File: src/rtl/wb_dcache_mem_adapter_pkg.sv
// Shared definitions for the write-back data cache memory adapter.
// Holds the adapter state encoding and the line/beat sizing helpers.
package wb_dcache_mem_adapter_pkg;

  localparam int DCACHE_LINE_WIDTH = 128;
  localparam int DCACHE_BUS_WIDTH  = 32;

  typedef enum logic [1:0] {
    IDLE  = 2'd0,
    BEAT  = 2'd1,
    DRAIN = 2'd2,
    DONE  = 2'd3
  } type_dcache_mem_states_e;

  function automatic int line_words(input int line_w, input int bus_w);
    return line_w / bus_w;
  endfunction

  // A single-word line still needs a 1-bit beat counter.
  function automatic int beat_width(input int words);
    return (words > 1) ? $clog2(words) : 1;
  endfunction

  localparam int DCACHE_LINE_WORDS = line_words(DCACHE_LINE_WIDTH, DCACHE_BUS_WIDTH);
  localparam int DCACHE_BEAT_W     = beat_width(DCACHE_LINE_WORDS);

endpackage

File: src/rtl/dcache_line_buffer.sv
// Line buffer for the cache memory adapter: selects the outgoing write word
// for a beat and assembles incoming read beats into a full line.
module dcache_line_buffer #(
  parameter int LINE_WIDTH = 128,
  parameter int BUS_WIDTH  = 32,
  parameter int BEAT_W     = 2
) (
  input  logic                  clk,
  input  logic                  rst_n,
  input  logic                  clear,
  input  logic                  store,
  input  logic [BEAT_W-1:0]     store_idx,
  input  logic [BUS_WIDTH-1:0]  store_data,
  input  logic [LINE_WIDTH-1:0] wline,
  input  logic [BEAT_W-1:0]     wsel,
  output logic [BUS_WIDTH-1:0]  wword,
  output logic [LINE_WIDTH-1:0] line_merged
);

  localparam int WORDS = LINE_WIDTH / BUS_WIDTH;

  logic [WORDS-1:0][BUS_WIDTH-1:0] slots;
  logic [WORDS-1:0][BUS_WIDTH-1:0] wwords;
  logic [WORDS-1:0][BUS_WIDTH-1:0] merged;

  assign wwords      = wline;
  assign wword       = wwords[wsel];
  assign line_merged = merged;

  // Merged view lets the final beat land in the returned line the same cycle it is acked.
  always_comb begin
    merged = slots;
    if (store) merged[store_idx] = store_data;
  end

  always_ff @(posedge clk or negedge rst_n) begin
    if (!rst_n) begin
      slots <= '0;
    end else if (clear) begin
      slots <= '0;
    end else if (store) begin
      slots <= merged;
    end
  end

endmodule

File: src/rtl/wb_dcache_mem_adapter.sv
// Converts a cache line request into sequential word beats on the data bus.
// Optional per-beat watchdog enabled with `define DCACHE_BUS_TIMEOUT_EN.
module wb_dcache_mem_adapter
  import wb_dcache_mem_adapter_pkg::*;
#(
  parameter int LINE_WIDTH     = DCACHE_LINE_WIDTH,
  parameter int BUS_WIDTH      = DCACHE_BUS_WIDTH,
  parameter int ADDR_WIDTH     = 32,
  parameter int TIMEOUT_CYCLES = 255
) (
  input  logic                  clk_i,
  input  logic                  rst_ni,
  input  logic                  dcache2mem_req_i,
  input  logic                  dcache2mem_wr_i,
  input  logic [ADDR_WIDTH-1:0] dcache2mem_addr_i,
  input  logic [LINE_WIDTH-1:0] dcache2mem_wdata_i,
  input  logic                  dcache_kill_i,
  output logic                  mem2dcache_ack_o,
  output logic [LINE_WIDTH-1:0] mem2dcache_rdata_o,
  output logic                  bus_req_o,
  output logic                  bus_we_o,
  output logic [ADDR_WIDTH-1:0] bus_addr_o,
  output logic [BUS_WIDTH-1:0]  bus_wdata_o,
  input  logic                  bus_ack_i,
  input  logic [BUS_WIDTH-1:0]  bus_rdata_i,
  output logic                  timeout_err_o
);

  localparam int LINE_WORDS = line_words(LINE_WIDTH, BUS_WIDTH);
  localparam int BEAT_W     = beat_width(LINE_WORDS);
  localparam int LINE_OFF   = $clog2(LINE_WIDTH / 8);
  localparam int BYTE_SH    = $clog2(BUS_WIDTH / 8);
  localparam logic [BEAT_W-1:0] LAST_BEAT = BEAT_W'(LINE_WORDS - 1);

  localparam logic [1:0] S_IDLE  = IDLE;
  localparam logic [1:0] S_BEAT  = BEAT;
  localparam logic [1:0] S_DRAIN = DRAIN;
  localparam logic [1:0] S_DONE  = DONE;

  logic [1:0]            state;
  logic [BEAT_W-1:0]     beat;
  logic [BEAT_W-1:0]     next_beat;
  logic [ADDR_WIDTH-1:0] base;
  logic [ADDR_WIDTH-1:0] req_base;
  logic                  wr;
  logic [LINE_WIDTH-1:0] wdata;
  logic [LINE_WIDTH-1:0] wline;
  logic [BEAT_W-1:0]     wsel;
  logic [BUS_WIDTH-1:0]  wword;
  logic [LINE_WIDTH-1:0] line_merged;
  logic                  accept;
  logic                  store;
  logic                  abort;
  logic                  timeout;
  logic                  unused_addr_bits;

  assign unused_addr_bits = ^dcache2mem_addr_i[LINE_OFF-1:0];
  assign req_base  = {dcache2mem_addr_i[ADDR_WIDTH-1:LINE_OFF], {LINE_OFF{1'b0}}};
  assign next_beat = beat + BEAT_W'(1);
  assign accept    = (state == S_IDLE) && dcache2mem_req_i && !dcache_kill_i;
  assign store     = (state == S_BEAT) && bus_ack_i && !wr;
  assign abort     = dcache_kill_i || !dcache2mem_req_i;

  // Reads carry zero write data, so the line is only latched for write-backs.
  assign wline = (state == S_IDLE) ? (dcache2mem_wr_i ? dcache2mem_wdata_i : '0) : wdata;
  assign wsel  = (state == S_IDLE) ? '0 : next_beat;

  dcache_line_buffer #(
    .LINE_WIDTH (LINE_WIDTH),
    .BUS_WIDTH  (BUS_WIDTH),
    .BEAT_W     (BEAT_W)
  ) u_line_buffer (
    .clk         (clk_i),
    .rst_n       (rst_ni),
    .clear       (accept),
    .store       (store),
    .store_idx   (beat),
    .store_data  (bus_rdata_i),
    .wline       (wline),
    .wsel        (wsel),
    .wword       (wword),
    .line_merged (line_merged)
  );

`ifdef DCACHE_BUS_TIMEOUT_EN
  localparam int WD_W = $clog2(TIMEOUT_CYCLES + 1);

  logic [WD_W-1:0] wd;

  assign timeout = ((state == S_BEAT) || (state == S_DRAIN)) && !bus_ack_i &&
                   (wd == WD_W'(TIMEOUT_CYCLES - 1));

  // Restarts on every ack so each newly presented beat gets the full budget.
  always_ff @(posedge clk_i or negedge rst_ni) begin
    if (!rst_ni) begin
      wd            <= '0;
      timeout_err_o <= 1'b0;
    end else begin
      timeout_err_o <= timeout;
      if (((state == S_BEAT) || (state == S_DRAIN)) && !bus_ack_i && !timeout) wd <= wd + WD_W'(1);
      else wd <= '0;
    end
  end
`else
  localparam int unused_timeout_cycles = TIMEOUT_CYCLES;

  assign timeout       = 1'b0;
  assign timeout_err_o = 1'b0;
`endif

  always_ff @(posedge clk_i or negedge rst_ni) begin
    if (!rst_ni) begin
      state              <= S_IDLE;
      beat               <= '0;
      base               <= '0;
      wr                 <= 1'b0;
      wdata              <= '0;
      mem2dcache_ack_o   <= 1'b0;
      mem2dcache_rdata_o <= '0;
      bus_req_o          <= 1'b0;
      bus_we_o           <= 1'b0;
      bus_addr_o         <= '0;
      bus_wdata_o        <= '0;
    end else begin
      mem2dcache_ack_o <= 1'b0;
      case (state)
        S_IDLE: begin
          if (accept) begin
            base        <= req_base;
            wr          <= dcache2mem_wr_i;
            wdata       <= wline;
            beat        <= '0;
            bus_req_o   <= 1'b1;
            bus_we_o    <= dcache2mem_wr_i;
            bus_addr_o  <= req_base;
            bus_wdata_o <= wword;
            state       <= S_BEAT;
          end
        end
        S_BEAT: begin
          if (bus_ack_i && (abort || beat == LAST_BEAT)) begin
            bus_req_o   <= 1'b0;
            bus_we_o    <= 1'b0;
            bus_addr_o  <= '0;
            bus_wdata_o <= '0;
            if (abort) begin
              state <= S_IDLE;
            end else begin
              state            <= S_DONE;
              mem2dcache_ack_o <= 1'b1;
              if (!wr) mem2dcache_rdata_o <= line_merged;
            end
          end else if (bus_ack_i) begin
            beat        <= next_beat;
            bus_addr_o  <= base + (ADDR_WIDTH'(next_beat) << BYTE_SH);
            bus_wdata_o <= wword;
          end else if (timeout) begin
            // Unacked words stay zero since the buffer was cleared at accept.
            bus_req_o        <= 1'b0;
            bus_we_o         <= 1'b0;
            bus_addr_o       <= '0;
            bus_wdata_o      <= '0;
            state            <= S_DONE;
            mem2dcache_ack_o <= 1'b1;
            if (!wr) mem2dcache_rdata_o <= line_merged;
          end else if (abort) begin
            state <= S_DRAIN;
          end
        end
        S_DRAIN: begin
          if (bus_ack_i || timeout) begin
            bus_req_o   <= 1'b0;
            bus_we_o    <= 1'b0;
            bus_addr_o  <= '0;
            bus_wdata_o <= '0;
            state       <= S_IDLE;
          end
        end
        S_DONE:  state <= S_IDLE;
        default: state <= S_IDLE;
      endcase
    end
  end

endmodule

File: config.mk
export PLATFORM = sky130hd
export DESIGN_NAME = wb_dcache_mem_adapter
export DESIGN_NICKNAME = d
export VERILOG_FILES = /design/src/rtl/wb_dcache_mem_adapter_pkg.sv /design/src/rtl/dcache_line_buffer.sv /design/src/rtl/wb_dcache_mem_adapter.sv
export SDC_FILE = /design/constraint.sdc
export NUM_CORES = 1
export LEC_CHECK = 0
export BUFFER_PORTS_ARGS = -buffer_cell sky130_fd_sc_hd__buf_2
export CELL_PAD_IN_SITES_DETAIL_PLACEMENT = 1
export CELL_PAD_IN_SITES_GLOBAL_PLACEMENT = 1
export CORE_MARGIN = 2
export CORE_UTILIZATION = 50
export CTS_BUF_LIST = sky130_fd_sc_hd__clkbuf_8
export DETAILED_ROUTE_END_ITERATION = 16
export HOLD_SLACK_MARGIN = 0.03
export PLACE_DENSITY_LB_ADDON = 0.1
export REMOVE_ABC_BUFFERS = 1
export SKIP_LAST_GASP = 1
export SLEW_MARGIN = 40
export SYNTH_ARGS = -nofsm -noshare
export SYNTH_HDL_FRONTEND = slang
export SYNTH_HIERARCHICAL = 1
export SYNTH_SLANG_ARGS = --single-unit
File: constraint.sdc
create_clock -name clk_i -period 7.7 [get_ports clk_i]
set_input_delay 0.77 -clock clk_i [delete_from_list [all_inputs] [get_ports clk_i]]
set_output_delay 0.77 -clock clk_i [all_outputs]
set_load 0.02 [all_outputs]
==> summary.txt <==
Area leader, netlist: dfrtp_1
Distinct cells, synth: 41
Post-CTS Setup Inserts: 0
Fill cells: 5208
Total wire length: 65280 um
FFs w/ async S/R, synth: 1.000
Die area: 49840 um^2
Worst Hold Margin: 98.18 ps
H-Tree Depth: 3
Die X: 223.3 um
Vias in the first global route: 19037
Clk sink count: 482
Fin nets: 2734
Most frequent CP cell: inv_1
CP Launch Type: flip-flop
Seq/Total Area, Yosys: 0.5018
LEAKAGE: 14.36 nW
Worst skew pair latency: 660 ps
HP Class: in2async
Tmin final: 3652 ps
Pins Over Slew Limit: 0
Die height: 223.3 um
Footprint of the multi-input gates: 10380 um^2
Unrepaired setup endpoints after global routing: no
TritonCTS clock tree: built
Power per cell area: 356.6 nW/um^2
Rel. slew slack: 0.4202
Initial DRT Pass Iterations: 4
RePlAce Congestion: 0.7868
Worst-path cell chain: inv_1, ha_4, inv_1, nor2_4, buf_4, buf_6, nand2_1, o21ai_0, mux4_2, inv_1, o31ai_1
Max_cap viols: 0
Via count: 17376
Yosys top cell area share: 0.5018
Cts hold-fix bufs: 0
Yosys warning count: 6
Clk root buf: clkbuf_8
Syn avg cell area: 10.99 um^2
Largest net degree at the start of global routing: 161
Fmax achieved: 0.2738 GHz
Post-CTS resize count: 0
Synth area leaders: dfrtp_1 (50%), mux2_4 (8.2%), o21ai_0 (6.6%)
Final period util: 0.4742
CP max stage delay: 600 ps
First-pass GRT wire length: 103800 um
Initial antenna violation count: 35
Cell count after synthesis: 2187
Critical path peak fanout: 80
Kind of critical path: reg2reg
CP Data Required Time: 8250 ps
Final Hold Fails: 0
Most frequent cells after synthesis: dfrtp_1 (482), nand2_1 (321), o21ai_0 (317), inv_1 (195), nand2b_1 (164)
Arr. time, crit path: 4200 ps
Layout cells sized above 1: 0.3242
Yosys reg bits: 482
Status: completed
Via density: 5.385
Mapped Area: 24040 um^2
Register area: 12060 um^2
Worst path slowest cell: buf_6
Setup-failing EPs final: 0
Initial Util: 0.5055
Detailed placement HPWL: 40740 um
CP Capture Type: flip-flop
Worst setup margin: 4048 ps
GR Util All Layers: 0.2628
Crit-path leading delay family: buffers and inverters
Remaining DRCs: 0
Starting DRC count in detailed routing: 801
Number of synthesized flops with an enable pin: 0
Number of CTS-inserted buffers: 85
Boundary Pins: 394
Grt total ovfl: 0
Actual slew at the worst max-slew pin: 869.6 ps
FP Rows: 80
Port Buffers: 386
Core area: 47550 um^2
Commonest register cell after synthesis: dfrtp_1
Buf+Inv Stages, Crit Path: 5
Maximum VDD drop: 0.2692 mV
Clock transition at path regs: 60 ps
Post-route ant nets: 0
Most frequent cell after synthesis: dfrtp_1
Area Growth Syn to Fin: 16.75%
Drt wl/cell: 20.23 um
Pre-CTS WS: 4085 ps
Setup Skew: 15.49 ps
Longest Clk Path Bufs: 3
[logic make-up (layout without fill, tap and decap cells)]
kind of cell             count (synthesis)  count (layout)  share of synthesized area
buffers and inverters                  356             761                    0.07090
AO/OA/AOI/OAI                          389             389                    0.09193
AND/OR/NAND/NOR                        536             536                     0.1078
adder cells (fa/ha/maj)                  6               6                   0.003123
flip-flops                             482             482                     0.5018
other                                    1              21                  0.0001560
multiplexers                           417             417                     0.2243
[cell usage in the layout, fill, tap and decap left out, types with 3 or more instances in the layout]
| cell type | instances |
|---|---|
| a21oi_1 | 3 |
| and3_1 | 28 |
| buf_12 | 3 |
| buf_16 | 3 |
| buf_2 | 385 |
| buf_4 | 11 |
| buf_6 | 10 |
| clkbuf_8 | 118 |
| clkinv_2 | 10 |
| clkinvlp_4 | 5 |
| conb_1 | 3 |
| dfrtp_1 | 482 |
| diode_2 | 18 |
| ha_1 | 5 |
| inv_1 | 214 |
| mux2_1 | 11 |
| mux2_2 | 114 |
| mux2_4 | 132 |
| mux2i_1 | 128 |
| mux4_2 | 32 |
| nand2_1 | 321 |
| nand2b_1 | 164 |
| nand3b_1 | 4 |
| nor2_4 | 3 |
| nor2b_1 | 3 |
| o21ai_0 | 317 |
| o31ai_1 | 34 |
| o32a_1 | 29 |
[flip-flops by register name, indices dropped and copies added (netlist names)]
| signal | flops |
|---|---|
| state | 2 |
| base | 28 |
| beat | 2 |
| u_line_buffer/slots | 128 |
| bus_we_o | 1 |
| bus_addr_o | 30 |
| bus_req_o | 1 |
| bus_wdata_o | 32 |
| wdata | 128 |
| mem2dcache_rdata_o | 128 |
| wr | 1 |
| mem2dcache_ack_o | 1 |
[power by group]
part           switching, mW  leakage, nW  internal (mW)
clock                   1.07        0.984           1.35
sequential             0.437         6.50           3.31
combinational           2.26         6.87           1.59
[per-stage QoR]
step	TNS [ps]	utilization	instance area, um^2	cells	total power, mW
6_report	0	0.5902	28060	3227	10.01
5_1_grt	0	0.5899	28050	3221	10.67
4_1_cts	0	0.5888	27990	3209	10.11
3_5_place_dp	0	0.5516	26230	3058	7.632
3_3_place_gp	0	0.5487	26090	3053	7.383
2_1_floorplan	-28550	-	23070	2028	6.318
[final cells by class]
type	instances	area share
Clock buffer	117	0.05739
Sequential cell	482	0.4298
Clock inverter	34	0.005618
Tap cell	615	0.02742
Multi-Input combinational cell	1351	0.3697
Antenna cell	18	0.001605
Timing Repair Buffer	415	0.08227
Inverter	195	0.02613
[layer usage]
metal	wire, um	vias up	share of wire	track usage
li1	-	8058	-	-
met1	27020	8791	0.41	0.3197
met2	32270	338	0.49	0.4445
met3	3783	155	0.058	0.07955
met4	1977	34	0.030	0.09269
met5	224	-	0.0034	0
[final timing paths]
| path | start | cells after the start | slack, ps | end |
|---|---|---|---|---|
| max in group asynchronous | rst_ni | 3 | 6240 | wdata[38] |
| hold / removal | rst_ni | 1 | 100 | mem2dcache_rdata_o[47] |
| setup reg to reg | state[0] | 11 | 4050 | bus_wdata_o[5] |
| min in group clk_i | dcache2mem_wdata_i[121] | 3 | 380 | wdata[121] |
| setup / recovery | state[0] | 11 | 4050 | bus_wdata_o[5] |
| hold reg to reg | bus_wdata_o[26] | 2 | 480 | bus_wdata_o[26] |
Note: power is estimated with default switching activity, not from simulation.
